File: config.mk
export PLATFORM = sky130hd
export DESIGN_NAME = param_sync_fifo
export DESIGN_NICKNAME = d
export VERILOG_FILES = /design/src/rtl/fifo_pkg.sv /design/src/rtl/fifo_sdp_ram.sv /design/src/rtl/param_sync_fifo.sv
export SDC_FILE = /design/constraint.sdc
export NUM_CORES = 1
export LEC_CHECK = 0
export CAP_MARGIN = 10
export CORE_MARGIN = 3
export CORE_UTILIZATION = 50
export CTS_BUF_LIST = sky130_fd_sc_hd__clkbuf_8
export CTS_CLUSTER_SIZE = 20
export DETAILED_ROUTE_END_ITERATION = 7
export PLACE_DENSITY = 0.77
export SLEW_MARGIN = 20
export SYNTH_ARGS = -nofsm -noshare
export SYNTH_HDL_FRONTEND = slang
export SYNTH_SLANG_ARGS = --single-unit
File: constraint.sdc
create_clock -name i_clk -period 3.56 [get_ports i_clk]
set_clock_uncertainty 0.2 [all_clocks]
set_input_delay 0.356 -clock i_clk [delete_from_list [all_inputs] [get_ports i_clk]]
set_output_delay 0.356 -clock i_clk [all_outputs]
set_load 0.05 [all_outputs]
File: src/rtl/fifo_pkg.sv
// Shared constants and width helper for the parametrised sync FIFO.
// Defaults match the matrix datapath buffering.
package fifo_pkg;

  localparam int DEF_DATA_W = 8;
  localparam int DEF_DEPTH  = 64;

  function automatic int clog2w(input int n);
    int r;
    r = 0;
    for (int i = 0; i < 31; i++) begin
      if ((1 << i) < n) r = i + 1;
    end
    return r;
  endfunction

endpackage

File: src/rtl/fifo_sdp_ram.sv
// Simple dual-port storage: synchronous write, registered read.
// Kept free of FIFO control so block RAM can be inferred.
module fifo_sdp_ram
  import fifo_pkg::*;
#(
  parameter int DATA_W = DEF_DATA_W,
  parameter int DEPTH  = DEF_DEPTH,
  parameter int AW     = clog2w(DEF_DEPTH)
) (
  input  logic              i_clk,
  input  logic              i_rst_n,
  input  logic              i_we,
  input  logic [AW-1:0]     i_waddr,
  input  logic [DATA_W-1:0] i_wdata,
  input  logic              i_re,
  input  logic [AW-1:0]     i_raddr,
  output logic [DATA_W-1:0] o_rdata
);

  logic [DATA_W-1:0] mem [DEPTH];

  always_ff @(posedge i_clk) begin
    if (i_we) mem[i_waddr] <= i_wdata;
  end

  always_ff @(posedge i_clk or negedge i_rst_n) begin
    if (!i_rst_n) begin
      o_rdata <= '0;
    end else if (i_re) begin
      o_rdata <= mem[i_raddr];
    end
  end

endmodule

File: src/rtl/param_sync_fifo.sv
// Parametrised single-clock FIFO with registered read port,
// programmable thresholds, synchronous flush and sticky errors.
module param_sync_fifo
  import fifo_pkg::*;
#(
  parameter int DATA_W   = DEF_DATA_W,
  parameter int DEPTH    = DEF_DEPTH,
  parameter int AF_LEVEL = DEPTH - 4,
  parameter int AE_LEVEL = 4,
  localparam int AW      = clog2w(DEPTH),
  localparam int CW      = AW + 1
) (
  input  logic              i_clk,
  input  logic              i_rst_n,
  input  logic              i_flush,
  input  logic              i_w_en,
  input  logic [DATA_W-1:0] i_data,
  input  logic              i_r_en,
  output logic [DATA_W-1:0] o_data,
  output logic              o_rvalid,
  output logic [CW-1:0]     o_fifo_cnt,
  output logic              o_buf_empty,
  output logic              o_buf_full,
  output logic              o_almost_full,
  output logic              o_almost_empty,
  output logic              o_overflow,
  output logic              o_underflow
);

  logic [AW-1:0] w_ptr;
  logic [AW-1:0] r_ptr;
  logic [CW-1:0] cnt;
  logic          rvalid;
  logic          ovf;
  logic          udf;
  logic          empty;
  logic          full;
  logic          wr_acc;
  logic          rd_acc;

  assign empty = (cnt == '0);
  assign full  = (cnt == CW'(DEPTH));

  // Flush drops any request in the same cycle.
  assign wr_acc = i_w_en & ~full & ~i_flush;
  assign rd_acc = i_r_en & ~empty & ~i_flush;

  always_ff @(posedge i_clk or negedge i_rst_n) begin
    if (!i_rst_n) begin
      w_ptr  <= '0;
      r_ptr  <= '0;
      cnt    <= '0;
      rvalid <= 1'b0;
      ovf    <= 1'b0;
      udf    <= 1'b0;
    end else if (i_flush) begin
      w_ptr  <= '0;
      r_ptr  <= '0;
      cnt    <= '0;
      rvalid <= 1'b0;
      ovf    <= 1'b0;
      udf    <= 1'b0;
    end else begin
      rvalid <= rd_acc;
      if (wr_acc) w_ptr <= w_ptr + AW'(1);
      if (rd_acc) r_ptr <= r_ptr + AW'(1);
      case ({wr_acc, rd_acc})
        2'b10:   cnt <= cnt + CW'(1);
        2'b01:   cnt <= cnt - CW'(1);
        default: cnt <= cnt;
      endcase
      if (i_w_en & full)  ovf <= 1'b1;
      if (i_r_en & empty) udf <= 1'b1;
    end
  end

  fifo_sdp_ram #(
    .DATA_W (DATA_W),
    .DEPTH  (DEPTH),
    .AW     (AW)
  ) u_ram (
    .i_clk   (i_clk),
    .i_rst_n (i_rst_n),
    .i_we    (wr_acc),
    .i_waddr (w_ptr),
    .i_wdata (i_data),
    .i_re    (rd_acc),
    .i_raddr (r_ptr),
    .o_rdata (o_data)
  );

  assign o_rvalid       = rvalid;
  assign o_fifo_cnt     = cnt;
  assign o_buf_empty    = empty;
  assign o_buf_full     = full;
  assign o_almost_full  = (cnt >= CW'(AF_LEVEL));
  assign o_almost_empty = (cnt <= CW'(AE_LEVEL));
  assign o_overflow     = ovf;
  assign o_underflow    = udf;

endmodule

==> summary.txt, run 1 <==
Status
  – Outcome: finished, final reports clean

Synthesis
  – Combinational family with the most area after synthesis: multiplexers
  – Syn Std Cell Area: 21460 um2
  – Mapped Avg Cell Area: 19.96 um2
  – Share of synthesized cell area in and, or, nand and nor gates: 4.618%
  – Multiplexer area fraction after synthesis: 14.93%
  – Area fraction in compound gates after synthesis: 2.478%
  – Yosys cell types: 56
  – Yosys top cell by area: edfxtp_1
  – Yosys warnings: 0
  – Yosys top cell area share: 71.65%
  – Sequential fraction of the synthesis area: 75.15%
  – Commonest cells in the netlist: 512 x edfxtp_1, 136 x mux4_2, 88 x nor2_1, 54 x nand2_1, 30 x dfrtp_1
  – Largest cells by area after synthesis: edfxtp_1 72%, mux4_2 14%, dfrtp_1 3.5%
  – #FFs+latches synth: 542
  – Post-Synthesis Cells: 1075
  – Dominant cell by count in the synthesized netlist: edfxtp_1
  – Synth Area in XOR/XNOR: 0.6531%
  – Post-Synthesis Net Count: 1096
  – Main synth FF type: edfxtp_1
  – Post-Synth Adder-Cell Area: 0.5015%
  – EDFF count, synth: 512
  – FFs w/ async S/R, synth: 5.535%

Routing
  – Post-Route WL: 45.39 mm
  – Drt pass-1 iters: 5
  – 1st-iter DRT viols: 1110
  – Vias/cell: 6.009
  – DRC: 0
  – Vias: 10961
  – ANT nets after route: 0
  – Routed WL per cell: 24.88 um

STA
  – Final count of negative-setup-slack endpoints: 0
  – Final Critical Period: 3250 ps
  – Worst slew pin tran: 1126 ps
  – Period utilization: 91.29%
  – Fmax: 307.7 MHz
  – RSZ-0062 raised after global routing: false
  – Setup TNS: 0 ps
  – Final hold violation count: 0
  – Slew margin rel.: 24.90%
  – Max-slew violations: 0

Global route
  – Number of antenna violations at the first check in global routing: 0
  – Vias in the first global route: 11394
  – Largest net degree at the start of global routing: 65
  – GRT Total Usage: 20.73%
  – First-pass GRT wire length: 69.65 mm
  – Final global-route overflow total: 0

CTS
  – H-tree depth: 3
  – Buffer count from post-CTS setup fixing: 0
  – CTS buffer count: 84
  – Post-CTS sizing: 0
  – Sink Count: 542
  – Clock transition at path regs: 60 ps
  – Clk root buf: clkbuf_8
  – Max clock buf depth: 3
  – TritonCTS clock tree: built
  – Skew-Pair Late Insertion Delay: 630 ps

Die
  – Core Area: 42130 um2
  – DIE AREA: 45440 um2
  – Starting density of the core: 50.93%
  – Row count: 75
  – Top Ports: 35
  – Die X: 213.2 um
  – Die span in y: 213.2 um

Critical path
  – Worst path cell trace: or3_4 > nor3_1 > clkdlybuf4s50_1
  – Cell family with most CP delay: buffers and inverters
  – Crit. End Element: output pin
  – Slowest CP cell: clkdlybuf4s50_1
  – Kind of critical path: reg2out
  – Critical path origin: o_fifo_cnt[0]$_DFFE_PN0P_
  – Arrival time worst endpoint: 2690 ps
  – CP max stage delay: 870 ps
  – Reg2reg start: o_fifo_cnt[0]$_DFFE_PN0P_
  – CP Launch Type: flip-flop
  – CP required: 3000 ps
  – WP buf/inv: 1
  – Peak fanout along the critical path: 7

Pwr
  – Total power draw: 15.32 mW
  – Pwr Density: 628.9 nW/um2
  – Leakage: 7.877 nW
  – VDD IR-drop max: 0.0004672 V

Layout
  – Final Cell Area: 24360 um2
  – Area Overhead vs Synth: 13.55%
  – # diodes: 0
  – Nets: 1241
  – Layout cells sized above 1: 27.16%
  – Fillers: 3003

Placement
  – Dpl cell area: 22830 um2
  – DP HPWL: 27.76 mm
  – Final GP Congestion: 0.9045
  – IO Port Bufs: 34

Worst hold path
  – HP Start: i_data[7]
  – Hold WC Path Type: in2reg

Flow run
  – Max-Cap Viols: 0
## report_power, final
part           internal, mW  switching (mW)
Sequential             7.11           0.279
Clock                  2.36            2.29
Combinational          1.51            1.77
Total                  11.0            4.34
## per-stage QoR
stage,utilization (%),instances,hold WS (ps),setup slack (ps)
final,57.82,1824,86.29,310.1
after global routing,57.82,1824,79.76,200.5
after CTS,57.78,1824,132.2,263.0
after detailed placement,54.19,1672,283.5,394.1
after global placement,54.19,1672,287.4,380.3
after floorplan,-,1075,-139.6,56.70
## kinds of logic after synthesis
family | count (synthesis)
AND/OR/NAND/NOR | 216
multiplexers | 150
adder cells (fa/ha/maj) | 8
flip-flops | 542
buffers and inverters | 69
AO/OA/AOI/OAI | 74
XOR/XNOR | 16
## cell type report
cell class,instances,area [um2],area share [%]
clock inverters,63,291.5,1.197
clock buffers,88,1211,4.971
inverters,6,22.52,0.09244
flip-flops and latches,542,16130,66.22
repair buffers,122,1056,4.334
well taps,539,674.4,2.768
multi-input cells,464,4975,20.42
## sequential cells by signal, summed over array words and instances (netlist names)
| signal | count |
|---|---|
| o_overflow | 1 |
| u_ram.o_rdata | 8 |
| w_ptr | 6 |
| o_underflow | 1 |
| u_ram.mem | 512 |
| o_fifo_cnt | 7 |
| r_ptr | 6 |
| o_rvalid | 1 |
## metal layers
metal | global-route usage (%) | wire length [um] | vias up
met5 | 0 | 0 | -
met4 | 8.022 | 1459 | 0
met3 | 4.187 | 3577 | 91
met2 | 31.64 | 21730 | 530
met1 | 30.07 | 18620 | 5661
li1 | - | - | 4679
## what timing repair did
| action | 4_1_cts | 5_1_grt |
|---|---|---|
| hold buffers | 1 | 0 |
| endpoints found under the setup margin | 0 | 0 |
| endpoints found under the hold margin | 8 | 0 |
## placed cells by master, fill, tap and decap left out, types with 3 or more instances in the layout
cell type	instances
nand2b_1	5
clkinv_2	8
o22ai_1	15
edfxtp_1	512
buf_4	88
nand2_1	54
or3_1	4
a32oi_1	7
nor2_1	88
or2_2	5
and2_1	4
mux2i_1	13
o31ai_1	5
a21oi_1	10
clkinv_1	24
nor3_1	11
clkdlybuf4s50_1	26
mux4_2	136
a22oi_1	6
inv_1	30
dfrtp_1	28
a2111oi_0	4
o21ai_0	5
a31oi_1	6
inv_6	3
xnor2_1	8
a211oi_1	5
xor2_1	8
nor2b_1	7
ha_1	7
nand3_1	16
nand3b_1	4
clkbuf_8	88
buf_12	6
nand4_1	4
## final timing paths
kind                       slack [ps]                         end  cells past startpoint
min in group asynchronous         370      o_overflow$_DFFE_PN0P_                      2
setup reg to reg                  530   o_fifo_cnt[6]$_DFFE_PN0P_                     11
max in group asynchronous        2080        r_ptr[2]$_DFFE_PN0P_                      3
hold reg to reg                   290     o_underflow$_DFFE_PN0P_                      2
setup / recovery                  310                 o_buf_empty                      3
hold / removal                     90  u_ram.mem[22][7]$_DFFE_PP_                      1
Power figures use the tool's default switching activity.
==> run 2, diff against run 1 <==
--- a/config.mk
+++ b/config.mk
@@ -11,6 +11,7 @@
 export CTS_BUF_LIST = sky130_fd_sc_hd__clkbuf_8
 export CTS_CLUSTER_SIZE = 20
 export DETAILED_ROUTE_END_ITERATION = 7
+export GPL_ROUTABILITY_DRIVEN = 0
 export PLACE_DENSITY = 0.77
 export SLEW_MARGIN = 20
 export SYNTH_ARGS = -nofsm -noshare
==> results of run 2 <==
Final layout, timing and power as in run 1 (identical DEF).
